[config.mk]
export PLATFORM = sky130hd
export DESIGN_NAME = tmr_obi_data_voter
export DESIGN_NICKNAME = d
export VERILOG_FILES = /design/src/rtl/tmr_obi_data_voter.sv
export SDC_FILE = /design/constraint.sdc
export NUM_CORES = 1
export LEC_CHECK = 0
export CORE_MARGIN = 2
export CORE_UTILIZATION = 45
export DETAILED_ROUTE_END_ITERATION = 7
export PLACE_DENSITY = 0.78
export SETUP_SLACK_MARGIN = 0.2
export SKIP_CTS_REPAIR_TIMING = 1
export SKIP_LAST_GASP = 1
export SYNTH_ARGS = -nofsm -noshare
export SYNTH_HDL_FRONTEND = slang
export SYNTH_SLANG_ARGS = --single-unit
[constraint.sdc]
create_clock -name clk_i -period 3.45 [get_ports clk_i]
set_input_delay 0.345 -clock clk_i [delete_from_list [all_inputs] [get_ports clk_i]]
set_output_delay 0.345 -clock clk_i [all_outputs]
set_load 0.05 [all_outputs]
[src/rtl/tmr_obi_data_voter.sv]
// tmr_obi_data_voter
// Triple-modular-redundant lockstep voter for the three cve2 OBI data ports.
// It waits for all three harts, or at most SKEW_MAX cycles for late harts.
// It majority-votes {addr, we, be, wdata} and issues one transaction to the
// system bus. The single response is then broadcast back to the harts that
// took part in the vote.
//
// Ports
//   clk_i, rst_ni        clock, asynchronous active-low reset
//   core_req_i[2:0]      per-hart request
//   core_addr_i          per-hart address (hart0 in LSBs, ADDR_W each)
//   core_we_i[2:0]       per-hart write enable
//   core_be_i            per-hart byte enables (DATA_W/8 each)
//   core_wdata_i         per-hart write data (DATA_W each)
//   core_gnt_o[2:0]      per-hart grant
//   core_rvalid_o[2:0]   per-hart read-valid
//   core_rdata_o         bus rdata broadcast to each hart slot
//   bus_req_o/addr/we/be/wdata   voted request to the system bus
//   bus_gnt_i, bus_rvalid_i, bus_rdata_i   system bus response
//   fault_o[2:0]         1-cycle pulse per hart voted out or absent
//   fatal_o              sticky: no majority, voter halted until reset
//   mismatch_cnt_o       saturating per-hart fault counts (hart0 in LSBs)
//
// Build option: define TMR_VOTER_CNT_EN to build the per-hart mismatch
// counters. When it is undefined, mismatch_cnt_o is tied to zero.

module tmr_obi_data_voter #(
   parameter int SKEW_MAX = 8,
   parameter int CNT_W    = 16,
   parameter int ADDR_W   = 32,
   parameter int DATA_W   = 32
) (
   input  logic                      clk_i,
   input  logic                      rst_ni,
   input  logic [2:0]                core_req_i,
   input  logic [3*ADDR_W-1:0]       core_addr_i,
   input  logic [2:0]                core_we_i,
   input  logic [3*(DATA_W/8)-1:0]   core_be_i,
   input  logic [3*DATA_W-1:0]       core_wdata_i,
   output logic [2:0]                core_gnt_o,
   output logic [2:0]                core_rvalid_o,
   output logic [3*DATA_W-1:0]       core_rdata_o,
   output logic                      bus_req_o,
   output logic [ADDR_W-1:0]         bus_addr_o,
   output logic                      bus_we_o,
   output logic [DATA_W/8-1:0]       bus_be_o,
   output logic [DATA_W-1:0]         bus_wdata_o,
   input  logic                      bus_gnt_i,
   input  logic                      bus_rvalid_i,
   input  logic [DATA_W-1:0]         bus_rdata_i,
   output logic [2:0]                fault_o,
   output logic                      fatal_o,
   output logic [3*CNT_W-1:0]        mismatch_cnt_o
);

   localparam int BE_W  = DATA_W / 8;
   localparam int SKW_W = $clog2(SKEW_MAX + 1);
   localparam int KEY_W = ADDR_W + 1 + BE_W + DATA_W;

   localparam logic [2:0] S_IDLE     = 3'd0;
   localparam logic [2:0] S_WAIT_ALL = 3'd1;
   localparam logic [2:0] S_VOTE     = 3'd2;
   localparam logic [2:0] S_ISSUE    = 3'd3;
   localparam logic [2:0] S_WAIT_R   = 3'd4;
   localparam logic [2:0] S_HALT     = 3'd5;

   logic [2:0]              state_q;
   logic [SKW_W-1:0]        skew_q;
   logic [2:0]              present_q;
   logic [2:0]              gnt_mask_q;
   logic [3*ADDR_W-1:0]     addr_q;
   logic [2:0]              we_q;
   logic [3*BE_W-1:0]       be_q;
   logic [3*DATA_W-1:0]     wdata_q;

   // Write data only takes part in the comparison for writes.
   function automatic logic [KEY_W-1:0] make_key(input logic [ADDR_W-1:0] addr,
                                                 input logic              we,
                                                 input logic [BE_W-1:0]   be,
                                                 input logic [DATA_W-1:0] wdata);
      return {addr, we, be, (we ? wdata : {DATA_W{1'b0}})};
   endfunction

   logic [KEY_W-1:0]  key [3];
   logic [KEY_W-1:0]  maj_key;
   logic              eq_ab, eq_ac, eq_bc, have_maj, sel_a;
   logic [2:0]        in_maj;
   logic [ADDR_W-1:0] maj_addr;
   logic              maj_we;
   logic [BE_W-1:0]   maj_be;
   logic [DATA_W-1:0] maj_wdata;
   logic              latch_en;

   always_comb begin
      for (int i = 0; i < 3; i++) begin
         key[i] = make_key(addr_q[i*ADDR_W +: ADDR_W], we_q[i],
                           be_q[i*BE_W +: BE_W], wdata_q[i*DATA_W +: DATA_W]);
      end
      eq_ab    = present_q[0] & present_q[1] & (key[0] == key[1]);
      eq_ac    = present_q[0] & present_q[2] & (key[0] == key[2]);
      eq_bc    = present_q[1] & present_q[2] & (key[1] == key[2]);
      have_maj = eq_ab | eq_ac | eq_bc;
      // Hart A is the majority source whenever it takes part in a pair.
      sel_a    = eq_ab | eq_ac;
      maj_key  = sel_a ? key[0] : key[1];
      for (int i = 0; i < 3; i++) begin
         in_maj[i] = have_maj & present_q[i] & (key[i] == maj_key);
      end
      maj_addr  = sel_a ? addr_q[0 +: ADDR_W]  : addr_q[ADDR_W +: ADDR_W];
      maj_we    = sel_a ? we_q[0]              : we_q[1];
      maj_be    = sel_a ? be_q[0 +: BE_W]      : be_q[BE_W +: BE_W];
      maj_wdata = sel_a ? wdata_q[0 +: DATA_W] : wdata_q[DATA_W +: DATA_W];

      latch_en = ((state_q == S_IDLE) && (&core_req_i)) ||
                 ((state_q == S_WAIT_ALL) &&
                  ((&core_req_i) || (skew_q == SKW_W'(SKEW_MAX))));
   end

   assign fault_o       = (state_q == S_VOTE) ? ~in_maj : 3'b000;
   assign fatal_o       = (state_q == S_HALT) || ((state_q == S_VOTE) && !have_maj);
   // Late harts that were not present at the vote get no grant.
   assign core_gnt_o    = ((state_q == S_ISSUE) && bus_gnt_i) ? (present_q & core_req_i) : 3'b000;
   assign core_rvalid_o = ((state_q == S_WAIT_R) && bus_rvalid_i) ? gnt_mask_q : 3'b000;
   assign core_rdata_o  = (state_q == S_WAIT_R) ? {3{bus_rdata_i}} : '0;

   always_ff @(posedge clk_i or negedge rst_ni) begin
      if (!rst_ni) begin
         state_q     <= S_IDLE;
         skew_q      <= '0;
         present_q   <= '0;
         gnt_mask_q  <= '0;
         addr_q      <= '0;
         we_q        <= '0;
         be_q        <= '0;
         wdata_q     <= '0;
         bus_req_o   <= 1'b0;
         bus_addr_o  <= '0;
         bus_we_o    <= 1'b0;
         bus_be_o    <= '0;
         bus_wdata_o <= '0;
      end else begin
         if (latch_en) begin
            present_q <= core_req_i;
            addr_q    <= core_addr_i;
            we_q      <= core_we_i;
            be_q      <= core_be_i;
            wdata_q   <= core_wdata_i;
         end
         case (state_q)
            S_IDLE: begin
               if (&core_req_i) begin
                  state_q <= S_VOTE;
               end else if (|core_req_i) begin
                  state_q <= S_WAIT_ALL;
                  skew_q  <= SKW_W'(1);
               end
            end
            S_WAIT_ALL: begin
               if (latch_en) state_q <= S_VOTE;
               else          skew_q  <= skew_q + SKW_W'(1);
            end
            S_VOTE: begin
               if (have_maj) begin
                  bus_req_o   <= 1'b1;
                  bus_addr_o  <= maj_addr;
                  bus_we_o    <= maj_we;
                  bus_be_o    <= maj_be;
                  bus_wdata_o <= maj_wdata;
                  state_q     <= S_ISSUE;
               end else begin
                  state_q <= S_HALT;
               end
            end
            S_ISSUE: begin
               if (bus_gnt_i) begin
                  bus_req_o  <= 1'b0;
                  gnt_mask_q <= present_q & core_req_i;
                  state_q    <= S_WAIT_R;
               end
            end
            S_WAIT_R: begin
               if (bus_rvalid_i) state_q <= S_IDLE;
            end
            S_HALT:  state_q <= S_HALT;
            default: state_q <= S_IDLE;
         endcase
      end
   end

`ifdef TMR_VOTER_CNT_EN
   logic [CNT_W-1:0] cnt_q [3];

   always_ff @(posedge clk_i or negedge rst_ni) begin
      if (!rst_ni) begin
         for (int i = 0; i < 3; i++) cnt_q[i] <= '0;
      end else begin
         for (int i = 0; i < 3; i++) begin
            if (fault_o[i] && (cnt_q[i] != {CNT_W{1'b1}})) cnt_q[i] <= cnt_q[i] + CNT_W'(1);
         end
      end
   end

   assign mismatch_cnt_o = {cnt_q[2], cnt_q[1], cnt_q[0]};
`else
   assign mismatch_cnt_o = '0;
`endif

endmodule

==> impl_metrics.ini <==
[synth]
synth_area_leader_cell = dfrtp_1
synth_area_leaders = dfrtp_1 (42%), mux2_2 (11%), o21ai_0 (5.9%)
synth_top_area_share_pct = 41.87
synth_top_flop_cell = dfrtp_1
ys_async_sr_fraction_pct = 100.0
synth_edf_count = 0
postSynthAreaPerCell_um2 = 9.678
synth_warnings = 0
synth.most_common_cell = dfrtp_1
ys_seq_area_share_pct = 41.87
ys_top_cells_by_count = dfrtp_1 (290), nand2_1 (219), o21ai_0 (204)
syn_inst = 1791
ys_seq_elements = 290
synth_area_mm2 = 0.01733
ys_types = 69

[placed_design]
globalplace.congestion = 0.9809
dpl.hpwl_um = 65550
numPortBuffers = 421
placedCellCount = 2976

[setup_path]
endpoint = fault_o[2]
crit_type = reg2out
r2r_setup_slack_ns = -0.30
worstRegToRegCells = 15
worstPathArrival_ns = 4.56
end_kind = output port
crit_fanout = 6
crit_start = addr_q[24]
r2r_start = we_q[1]
cp.required_ns = 3.11
critPathLaunchType = register
r2r-end = bus_addr_o[11]

[global_route]
grtUsageMet1_pct = 52.70
grt_pass1_vias = 17540
grt_util_met2_pct = 63.73
grt_max_degree = 103
grt_pass1_wl_um = 118700
grt.met3_usage_pct = 7.842
antenna_found_initial = 6
grt_busiest_layer = met2
grt_usage_pct = 40.13
overflow = 0

[clock_tree]
htreeDepth = 2
clock-sinks = 290
cts_root_buffer = clkbuf_16
clk_pin_slew_ns = 0.06
cts.path.max_buffers = 3
cts_buffers = 35
cts_tree = done
clock_latency_ns = 0.58

[drt]
postRouteAntennaNets = 0
vias = 17540
first_pass_iters = 5
drt_iter0_drc = 1774
drc = 0
wire_per_inst_um = 27.04
vias_per_cell = 5.742
drt-total-wl_um = 82570

[sta]
relSlewSlack_pct = 46.70
drv_slew = 0
min_period_over_period_pct = 142.1
hold_violations = 0
clock_skew_ns = 0.03720
fmax_mhz = 204.0
grt_setup_unrepaired = true
fin_tns_setup_ns = -18.90
worstMarginPinSlew_ns = 0.7995
setup_viol = 75
min_period_ns = 4.901
fin_ws_ns = -1.451

[layout]
layout-drive-gt1-share_pct = 29.66
syn2layout_area_growth_pct = 51.07
fillers = 2782
final_cells = 3054
nets = 2761

[die]
num_rows = 71
ios = 470
fp.dieW_um = 200.3
start_util_pct = 45.80
die_area_mm2 = 0.04010
fp.coreArea_mm2 = 0.03784
die_h_um = 200.3

[status]
status = complete, but fails checks
violations = setup timing

[flow_run]
cap_violations = 0

[power]
cellLeakagePower_nw = 11.94
power_density_mw_per_mm2 = 971.2
vdd_drop_max_uv = 617.2

[hold_path]
hold_class = in2reg
==> worst min-delay path by stage <==
stage	from	endpoint	slack [ns]	cells past startpoint
floorplan	rst_ni	addr_q[0]	0.05	0
global placement	rst_ni	bus_wdata_o[24]	0.44	1
detailed placement	rst_ni	bus_wdata_o[24]	0.44	1
CTS	rst_ni	wdata_q[26]	-0.16	1
global route	core_addr_i[66]	addr_q[66]	0.36	3
finish	core_addr_i[66]	addr_q[66]	0.36	3
==> worst max-delay path, stage by stage, from the launching register on <==
cell	delay, ns
dfrtp_1	0.39
xor2_1	0.19
nor4_2	0.45
buf_4	0.19
nand4_1	0.08
or4_4	0.51
nor3_4	0.19
a2bb2oi_4	0.17
mux2_4	0.33
a32o_1	0.26
or4_4	0.53
nor4_4	0.34
a31oi_4	0.16
buf_8	0.18
==> registers in the layout, summed over array words and instances (netlist names) <==
register,cells
addr_q,96
wdata_q,96
bus_addr_o,32
bus_wdata_o,32
be_q,12
bus_be_o,4
skew_q,4
gnt_mask_q,3
present_q,3
state_q,3
we_q,3
bus_req_o,1
bus_we_o,1
==> cells in the final DEF, fill, tap and decap left out, drive strengths merged, types with 16 or more instances in the layout <==
| cell type | count |
|---|---|
| dfrtp | 290 |
| a21oi | 33 |
| nand4 | 17 |
| nand2 | 219 |
| nor4bb | 23 |
| xor2 | 66 |
| clkdlybuf4s50 | 410 |
| o22ai | 18 |
| nor2b | 16 |
| nor2 | 24 |
| nor4 | 24 |
| clkbuf | 43 |
| inv | 49 |
| nand3 | 22 |
| and3 | 40 |
| conb | 48 |
| mux2i | 77 |
| buf | 464 |
| o21ai | 205 |
| a31oi | 35 |
| xnor2 | 78 |
| mux2 | 179 |
==> kinds of logic after synthesis <==
group,Yosys count,share of synthesized area (%)
AOI/OAI and AO/OA,379,13.20
xor gates and xnor gates,144,7.276
adders and majority gates,2,0.1443
buffers and inverters,292,8.980
DFF,290,41.87
muxes,256,16.10
other,1,0.02164
and+or+nand+nor,427,12.41
==> routing by layer <==
metal / vias up / routed length (um) / share of wire [%]
met4: 0 / 4605 / 5.6
met3: 201 / 6894 / 8.3
met1: 8730 / 33140 / 40
li1: 7629 / - / -
met5: - / 0 / 0
met2: 976 / 37930 / 46
==> layout make-up <==
class	instances	area [um2]	share of cell area (%)
antenna	4	10.01	0.03823
clock buffer	43	977.2	3.732
clock inverter	20	207.7	0.7932
inverter	48	183.9	0.7024
multi-input combinational	1256	8951	34.18
sequential	290	7267	27.75
tap	511	639.4	2.442
timing repair buffer	881	7941	30.33
timing repair inverter	1	7.507	0.02867
==> power by group <==
| part | internal (W) | total [W] | leakage (nW) | switching (W) |
|---|---|---|---|---|
| sequential | 0.00469 | 0.00625 | 3.62 | 0.00156 |
| combinational | 0.00708 | 0.0153 | 7.74 | 0.00823 |
| clock | 0.00226 | 0.00387 | 0.580 | 0.00161 |
| total | 0.0140 | 0.0254 | 11.9 | 0.0114 |
==> stage by stage <==
| stage | utilization [%] | setup slack, ns | area [um2] | total power [W] | hold WS [ns] |
|---|---|---|---|---|---|
| final | 69.19 | -1.451 | 26190 | 0.02543 | 0.3551 |
| after global routing | 69.19 | -1.531 | 26180 | 0.02641 | 0.3601 |
| after CTS | 68.20 | -1.731 | 25810 | 0.02461 | -0.1582 |
| after detailed placement | 65.07 | -1.078 | 24630 | 0.02061 | 0.4426 |
| after global placement | 65.07 | -1.093 | 24630 | 0.02043 | 0.4364 |
| after floorplan | - | -0.3765 | 17600 | 0.01264 | 0.04941 |
Power figures use the tool's default switching activity.
